<file path="src/rtl/cuptor_multizone_ctrl.sv">
// ---------------------------------------------------------------------------
// cuptor_multizone_ctrl
//
// Multi-zone electric-oven controller with an APB register slave. Each of
// NUM_ZONES heating zones has its own setpoint, cook time, remaining-time
// counter and IDLE/PREHEAT/COOK/PAUSE/DONE state machine. A shared
// prescaler produces the time-unit tick for all zones.
//
// Register map (zone z at base 4*z):
//   +0 CTRL        W: bit0 start, bit1 abort (strobes)   R: state code
//   +1 TIME_SET    RW
//   +2 TEMP_SET    RW
//   +3 TIME_REMAIN RO
//   0x20 DONE (R, W1C)   0x21 IRQ_MASK (RW)   0x22 STATUS (RO, bit0 = door)
//   Anything else reads 0 and ignores writes.
//
// Ports:
//   clk, reset        system clock, synchronous active-high reset
//   paddr/psel/penable/pwrite/pwdata/prdata/pready   APB slave (0 wait states)
//   door              1 = door closed
//   temp_meas         measured temperature, zone z at [z*TEMP_W +: TEMP_W]
//   heater_en         heater drive per zone
//   timeout           per-zone done flags (mirror of DONE)
//   mod_ready         high while any done flag is set
//   irq               |(done & irq_mask)
//
// TIME_W and TEMP_W must not exceed the 8-bit APB data width.
// ---------------------------------------------------------------------------
module cuptor_multizone_ctrl #(
  parameter int NUM_ZONES = 2,
  parameter int TIME_W    = 8,
  parameter int TEMP_W    = 8,
  parameter int TICK_DIV  = 50
) (
  input  logic                        clk,
  input  logic                        reset,
  input  logic [7:0]                  paddr,
  input  logic                        psel,
  input  logic                        penable,
  input  logic                        pwrite,
  input  logic [7:0]                  pwdata,
  output logic [7:0]                  prdata,
  output logic                        pready,
  input  logic                        door,
  input  logic [NUM_ZONES*TEMP_W-1:0] temp_meas,
  output logic [NUM_ZONES-1:0]        heater_en,
  output logic [NUM_ZONES-1:0]        timeout,
  output logic                        mod_ready,
  output logic                        irq
);

  typedef enum logic [2:0] {
    ST_IDLE    = 3'd0,
    ST_PREHEAT = 3'd1,
    ST_COOK    = 3'd2,
    ST_PAUSE   = 3'd3,
    ST_DONE    = 3'd4
  } zone_state_t;

  localparam int PRESC_W = (TICK_DIV > 1) ? $clog2(TICK_DIV) : 1;

  // -------------------------------------------------------------------------
  // Shared prescaler: one-cycle tick on the cycle the counter wraps.
  // -------------------------------------------------------------------------
  logic [PRESC_W-1:0] presc_reg;
  logic [PRESC_W-1:0] presc_next;
  logic               tick;

  always_comb begin
    tick       = (presc_reg == PRESC_W'(TICK_DIV - 1));
    presc_next = tick ? '0 : presc_reg + PRESC_W'(1);
  end

  // -------------------------------------------------------------------------
  // APB decode
  // -------------------------------------------------------------------------
  logic                 wr_en;
  logic                 rd_setup;
  logic                 zone_space;
  logic [NUM_ZONES-1:0] w1c_mask;
  logic [NUM_ZONES-1:0] done_set;
  logic [NUM_ZONES-1:0] done_reg;
  logic [NUM_ZONES-1:0] done_next;
  logic [NUM_ZONES-1:0] irq_mask_reg;
  logic [7:0]           rdata;

  // Per-zone register views, flattened so the read mux can see them.
  logic [NUM_ZONES*3-1:0]      state_flat;
  logic [NUM_ZONES*TIME_W-1:0] time_set_flat;
  logic [NUM_ZONES*TIME_W-1:0] remain_flat;
  logic [NUM_ZONES*TEMP_W-1:0] temp_set_flat;

  assign wr_en      = psel & penable & pwrite;
  assign rd_setup   = psel & ~penable & ~pwrite;
  assign zone_space = (paddr[7:5] == 3'b000);
  assign w1c_mask   = (wr_en && paddr == 8'h20) ? pwdata[NUM_ZONES-1:0] : '0;

  // A completion in the same cycle as a W1C of that bit keeps the bit set.
  assign done_next  = (done_reg & ~w1c_mask) | done_set;

  // -------------------------------------------------------------------------
  // Zones
  // -------------------------------------------------------------------------
  genvar gi;
  generate
    for (gi = 0; gi < NUM_ZONES; gi++) begin : g_zone
      zone_state_t       state_reg;
      zone_state_t       state_next;
      logic [TIME_W-1:0] remain_reg;
      logic [TIME_W-1:0] remain_next;
      logic [TIME_W-1:0] time_set_reg;
      logic [TEMP_W-1:0] temp_set_reg;
      logic              zone_wr;
      logic              start;
      logic              abort;
      logic              done_set_z;
      logic              temp_ok;
      logic [TEMP_W-1:0] temp_z;

      assign temp_z  = temp_meas[gi*TEMP_W +: TEMP_W];
      assign temp_ok = (temp_z >= temp_set_reg);
      assign zone_wr = wr_en && zone_space && (paddr[4:2] == 3'(gi));
      assign start   = zone_wr && (paddr[1:0] == 2'd0) && pwdata[0];
      assign abort   = zone_wr && (paddr[1:0] == 2'd0) && pwdata[1];

      // Priority: abort > door-open pause > tick decrement > start.
      always_comb begin
        state_next  = state_reg;
        remain_next = remain_reg;
        done_set_z  = 1'b0;
        if (abort) begin
          state_next  = ST_IDLE;
          remain_next = '0;
        end else begin
          case (state_reg)
            ST_IDLE: begin
              if (start && door && (time_set_reg != '0)) begin
                state_next  = ST_PREHEAT;
                remain_next = time_set_reg;
              end
            end
            ST_PREHEAT: begin
              if (!door) begin
                state_next = ST_PAUSE;
              end else if (temp_ok) begin
                state_next = ST_COOK;
              end
            end
            ST_COOK: begin
              if (!door) begin
                state_next = ST_PAUSE;
              end else if (tick) begin
                // <= 1 rather than == 1 so a zero count can never wrap.
                if (remain_reg <= TIME_W'(1)) begin
                  remain_next = '0;
                  state_next  = ST_DONE;
                  done_set_z  = 1'b1;
                end else begin
                  remain_next = remain_reg - TIME_W'(1);
                end
              end
            end
            ST_PAUSE: begin
              if (door) begin
                state_next = ST_PREHEAT;
              end
            end
            ST_DONE: begin
              if (w1c_mask[gi]) begin
                state_next = ST_IDLE;
              end
            end
            default: begin
              state_next = ST_IDLE;
            end
          endcase
        end
      end

      always_ff @(posedge clk) begin
        if (reset) begin
          state_reg    <= ST_IDLE;
          remain_reg   <= '0;
          time_set_reg <= '0;
          temp_set_reg <= '0;
        end else begin
          state_reg  <= state_next;
          remain_reg <= remain_next;
          if (zone_wr && paddr[1:0] == 2'd1) begin
            time_set_reg <= pwdata[TIME_W-1:0];
          end
          if (zone_wr && paddr[1:0] == 2'd2) begin
            temp_set_reg <= pwdata[TEMP_W-1:0];
          end
        end
      end

      assign done_set[gi]                       = done_set_z;
      assign state_flat[gi*3 +: 3]              = state_reg;
      assign time_set_flat[gi*TIME_W +: TIME_W] = time_set_reg;
      assign remain_flat[gi*TIME_W +: TIME_W]   = remain_reg;
      assign temp_set_flat[gi*TEMP_W +: TEMP_W] = temp_set_reg;

      // Setpoint changes take effect on the heater immediately.
      assign heater_en[gi] = (state_reg == ST_PREHEAT) ||
                             ((state_reg == ST_COOK) && !temp_ok);
    end
  endgenerate

  // -------------------------------------------------------------------------
  // Read mux (captured into prdata during the setup phase)
  // -------------------------------------------------------------------------
  always_comb begin
    rdata = 8'h00;
    for (int z = 0; z < NUM_ZONES; z++) begin
      if (zone_space && paddr[4:2] == 3'(z)) begin
        case (paddr[1:0])
          2'd0:    rdata = 8'(state_flat[z*3 +: 3]);
          2'd1:    rdata = 8'(time_set_flat[z*TIME_W +: TIME_W]);
          2'd2:    rdata = 8'(temp_set_flat[z*TEMP_W +: TEMP_W]);
          default: rdata = 8'(remain_flat[z*TIME_W +: TIME_W]);
        endcase
      end
    end
    case (paddr)
      8'h20:   rdata = 8'(done_reg);
      8'h21:   rdata = 8'(irq_mask_reg);
      8'h22:   rdata = {7'b0, door};
      default: ;
    endcase
  end

  // -------------------------------------------------------------------------
  // Shared registers
  // -------------------------------------------------------------------------
  always_ff @(posedge clk) begin
    if (reset) begin
      presc_reg    <= '0;
      done_reg     <= '0;
      irq_mask_reg <= '0;
      prdata       <= 8'h00;
    end else begin
      presc_reg <= presc_next;
      done_reg  <= done_next;
      if (wr_en && paddr == 8'h21) begin
        irq_mask_reg <= pwdata[NUM_ZONES-1:0];
      end
      if (rd_setup) begin
        prdata <= rdata;
      end
    end
  end

  assign pready    = 1'b1;
  assign timeout   = done_reg;
  assign mod_ready = |done_reg;
  assign irq       = |(done_reg & irq_mask_reg);

endmodule

</file>
<file path="config.mk">
export PLATFORM = sky130hd
export DESIGN_NAME = cuptor_multizone_ctrl
export DESIGN_NICKNAME = d
export VERILOG_FILES = /design/src/rtl/cuptor_multizone_ctrl.sv
export SDC_FILE = /design/constraint.sdc
export NUM_CORES = 1
export LEC_CHECK = 0
export ABC_AREA = 1
export ABC_CLOCK_PERIOD_IN_PS = 3650
export CORE_UTILIZATION = 60
export CTS_BUF_LIST = sky130_fd_sc_hd__clkbuf_8
export CTS_CLUSTER_SIZE = 28
export DETAILED_ROUTE_END_ITERATION = 12
export GPL_ROUTABILITY_DRIVEN = 0
export MAX_ROUTING_LAYER = met4
export PLACE_DENSITY = 0.87
export REMOVE_ABC_BUFFERS = 1
export SYNTH_ARGS = -nofsm -noshare
export SYNTH_HDL_FRONTEND = slang
export SYNTH_SLANG_ARGS = --single-unit
</file>
<file path="constraint.sdc">
create_clock -name clk -period 3.65 [get_ports clk]
set_clock_uncertainty 0.2 [all_clocks]
set_input_delay 0.365 -clock clk [delete_from_list [all_inputs] [get_ports clk]]
set_output_delay 0.365 -clock clk [all_outputs]
set_load 0.005 [all_outputs]
</file>
==> summary.txt <==
outcome - finished clean
worst-case clock buffer depth - 2
PD cells - 545.2 mW/mm^2
max-slew violations - 0
Die H - 87.46 um
drt first-iter violations - 571
CTS Sinks - 72
Syn Area/Cell - 6.762 um^2
number of global-route vias before repair - 4426
post-synth top area share - 0.3290
FF+latch count, synth - 72
detail-routed net length per standard cell - 16.07 um
Slew HR - 0.4169
final period utilization - 0.7585
most area-hungry cell type in the Yosys netlist - dfxtp_1
Root Buffer - clkbuf_8
Int Pwr - 1681 uW
H-tree depth - 3
Switching Fraction - 0.4028
Layout area overhead - 17.79%
WP data required - 3080 ps
slowest CP cell - clkdlybuf4s50_1
Syn Inst Count - 648
layout cells sized above 1 - 0.05991
post-CTS sizing - 0
maximum vdd drop - 0.4048 mV
Leakage - 0.002071 uW
GRT overflow - 0
Finish-stage setup viols - 0
Worst Tran Pin Value - 868.2 ps
hold-fix buffers at CTS - 0
Total Wirelength - 12.81 mm
number of setup buffers added after CTS - 0
max_cap viols - 0
commonest non-fill, non-tap cell in the layout - inv_1
Simple-Gate Fraction of Synth Area - 0.2259
Max Clock Freq - 361.2 MHz
Die X - 87.46 um
post-synthesis compound-gate area fraction - 0.2421
sequential-to-total area share from yosys stat - 0.3290
core footprint - 0.006907 mm^2
Final Core Density - 0.7473
class of the worst hold path - reg -> reg
setup TNS - 0 ps
pin count of the biggest net entering global routing - 26
critical path arrival - 2200 ps
TritonRoute pass-1 iters - 8
Hold Violations, Final - 0
IO Pins - 53
DRC - 0
cells along the critical path - clkdlybuf4s50_1 -> ha_1 -> inv_1 -> nor2_1 -> o21ai_0 -> nand2_1 -> nand2_1 -> nand3_1 -> o21ai_0 -> clkdlybuf4s50_1
NetSw - 1134 uW
commonest non-fill, non-tap cells in the layout - inv_1 (96), nand2_1 (91), o21ai_0 (78)
Cell variety after synth - 37
Cells after DPL - 781
synthesized cell area - 0.004382 mm^2
crit path max fanout - 2
count of input and output buffers - 51
clock network fraction of total power - 0.251
routed vias - 4804
Initial Utilization - 0.6344
final setup margin - 881.5 ps
RSZ-0062 raised after global routing - false
post-synthesis mux area share - 0
yosys warns - 0
top area cells in the synthesized netlist - dfxtp_1 (33%), o21ai_0 (8.9%), a21oi_1 (8.5%)
# rows - 30
Post-DRT Antenna Nets - 0
DIE AREA - 0.007648 mm^2
Final Critical Period - 2768 ps
Sequential Power Share - 0.355
CTS tree - built
HPWL after DPL - 9.515 mm
clock latency on the worst-skew pair - 350 ps
worst setup path category - in -> out
GRT Util Overall - 0.3643
# nets final - 756
crit end category - primary output
CTS clk-pin slew, worst paths - 80 ps
n_diodes - 0
vias per cell - 6.028
largest family of logic cells by synthesized area - compound AO/OA/AOI/OAI gates
combinational share of power - 0.394
first-pass GRT wire length - 20.89 mm
initial antenna violation count - 0
Synth Area in XOR/XNOR - 0.02798
Largest stage delay, worst path - 530 ps
adder-cell share of the synthesized area - 0.06282
Non-Filler Instances - 797
CTS Buf Count - 9
# fillers - 577
critical path launch point type - input pin
Place WS - 824.9 ps
worst paths after layout:
kind,from,endpoint,slack [ps],depth (start not counted)
worst max-delay path,temp_meas[1],heater_en[0],880,10
worst min-delay path,prdata[3],prdata[3],270,2
worst max register to register,presc_reg[0],g_zone[1].remain_reg[6],1410,8
worst min register to register,prdata[3],prdata[3],270,2
synthesized netlist by cell type:
cell	number
a21oi_1	74
a21oi_2	2
a31oi_1	2
buf_2	5
buf_4	1
buf_6	3
clkbuf_1	9
clkinv_1	1
conb_1	1
dfxtp_1	72
ha_1	22
inv_1	96
inv_2	3
inv_4	2
nand2_1	91
nand2_2	3
nand3_1	30
nand4_1	10
nand4_2	1
nor2_1	70
nor2_2	3
nor2_4	2
nor3_1	11
nor3_4	1
nor3b_1	1
nor4_4	1
o2111ai_1	2
o211ai_1	1
o21a_1	2
o21ai_0	78
o21ai_1	3
o21ai_2	4
o221ai_1	3
o22ai_1	21
o31ai_1	3
xnor2_1	3
xor2_1	11
critical path: cells and delay by family:
family | cells | cell delay (ps)
buffers and inverters | 3 | 990
AO/OA/AOI/OAI | 2 | 320
adder cells (fa/ha/maj) | 1 | 310
AND/OR/NAND/NOR | 4 | 240
power by group through the flow:
stage / Clock (uW) / Combinational (uW) / Sequential (uW)
3_3_place_gp: 0 / 1040 / 1010
5_1_grt: 746 / 1250 / 1010
4_1_cts: 709 / 1090 / 995
2_1_floorplan: 0 / 811 / 978
3_5_place_dp: 0 / 1090 / 1010
6_report: 707 / 1110 / 1000
final cells by class:
class                   instances  area, um^2  area share
flip-flops and latches         72        1441      0.2793
repair buffers                 55       540.5      0.1047
clock buffers                   9       123.9     0.02400
multi-input cells             456        2452      0.4752
inverters                     102       387.9     0.07515
well taps                      96       120.1     0.02327
clock inverters                 7       95.09     0.01842
cells by family (layout without fill, tap and decap cells):
group / after synthesis / in the layout
buf+inv: 120 / 173
simple gates: 224 / 224
other cells: 1 / 1
fa+ha+maj: 22 / 22
compound gates: 195 / 195
xor+xnor: 14 / 14
flops: 72 / 72
layer usage:
metal  global-route usage  wire [um]
met5                    -          0
met1               0.4607       5215
met2               0.5561       5593
met3              0.07583       1461
met4               0.1699        539
per-stage QoR:
stage               hold slack, ps  area [um^2]  power [uW]
finish                       268.8         5161        2814
global route                 295.2         5161        3006
CTS                          268.9         5161        2797
detailed placement           256.8         4942        2099
global placement             254.2         4942        2049
floorplan                    234.1         4282        1789
Power figures use the tool's default switching activity.
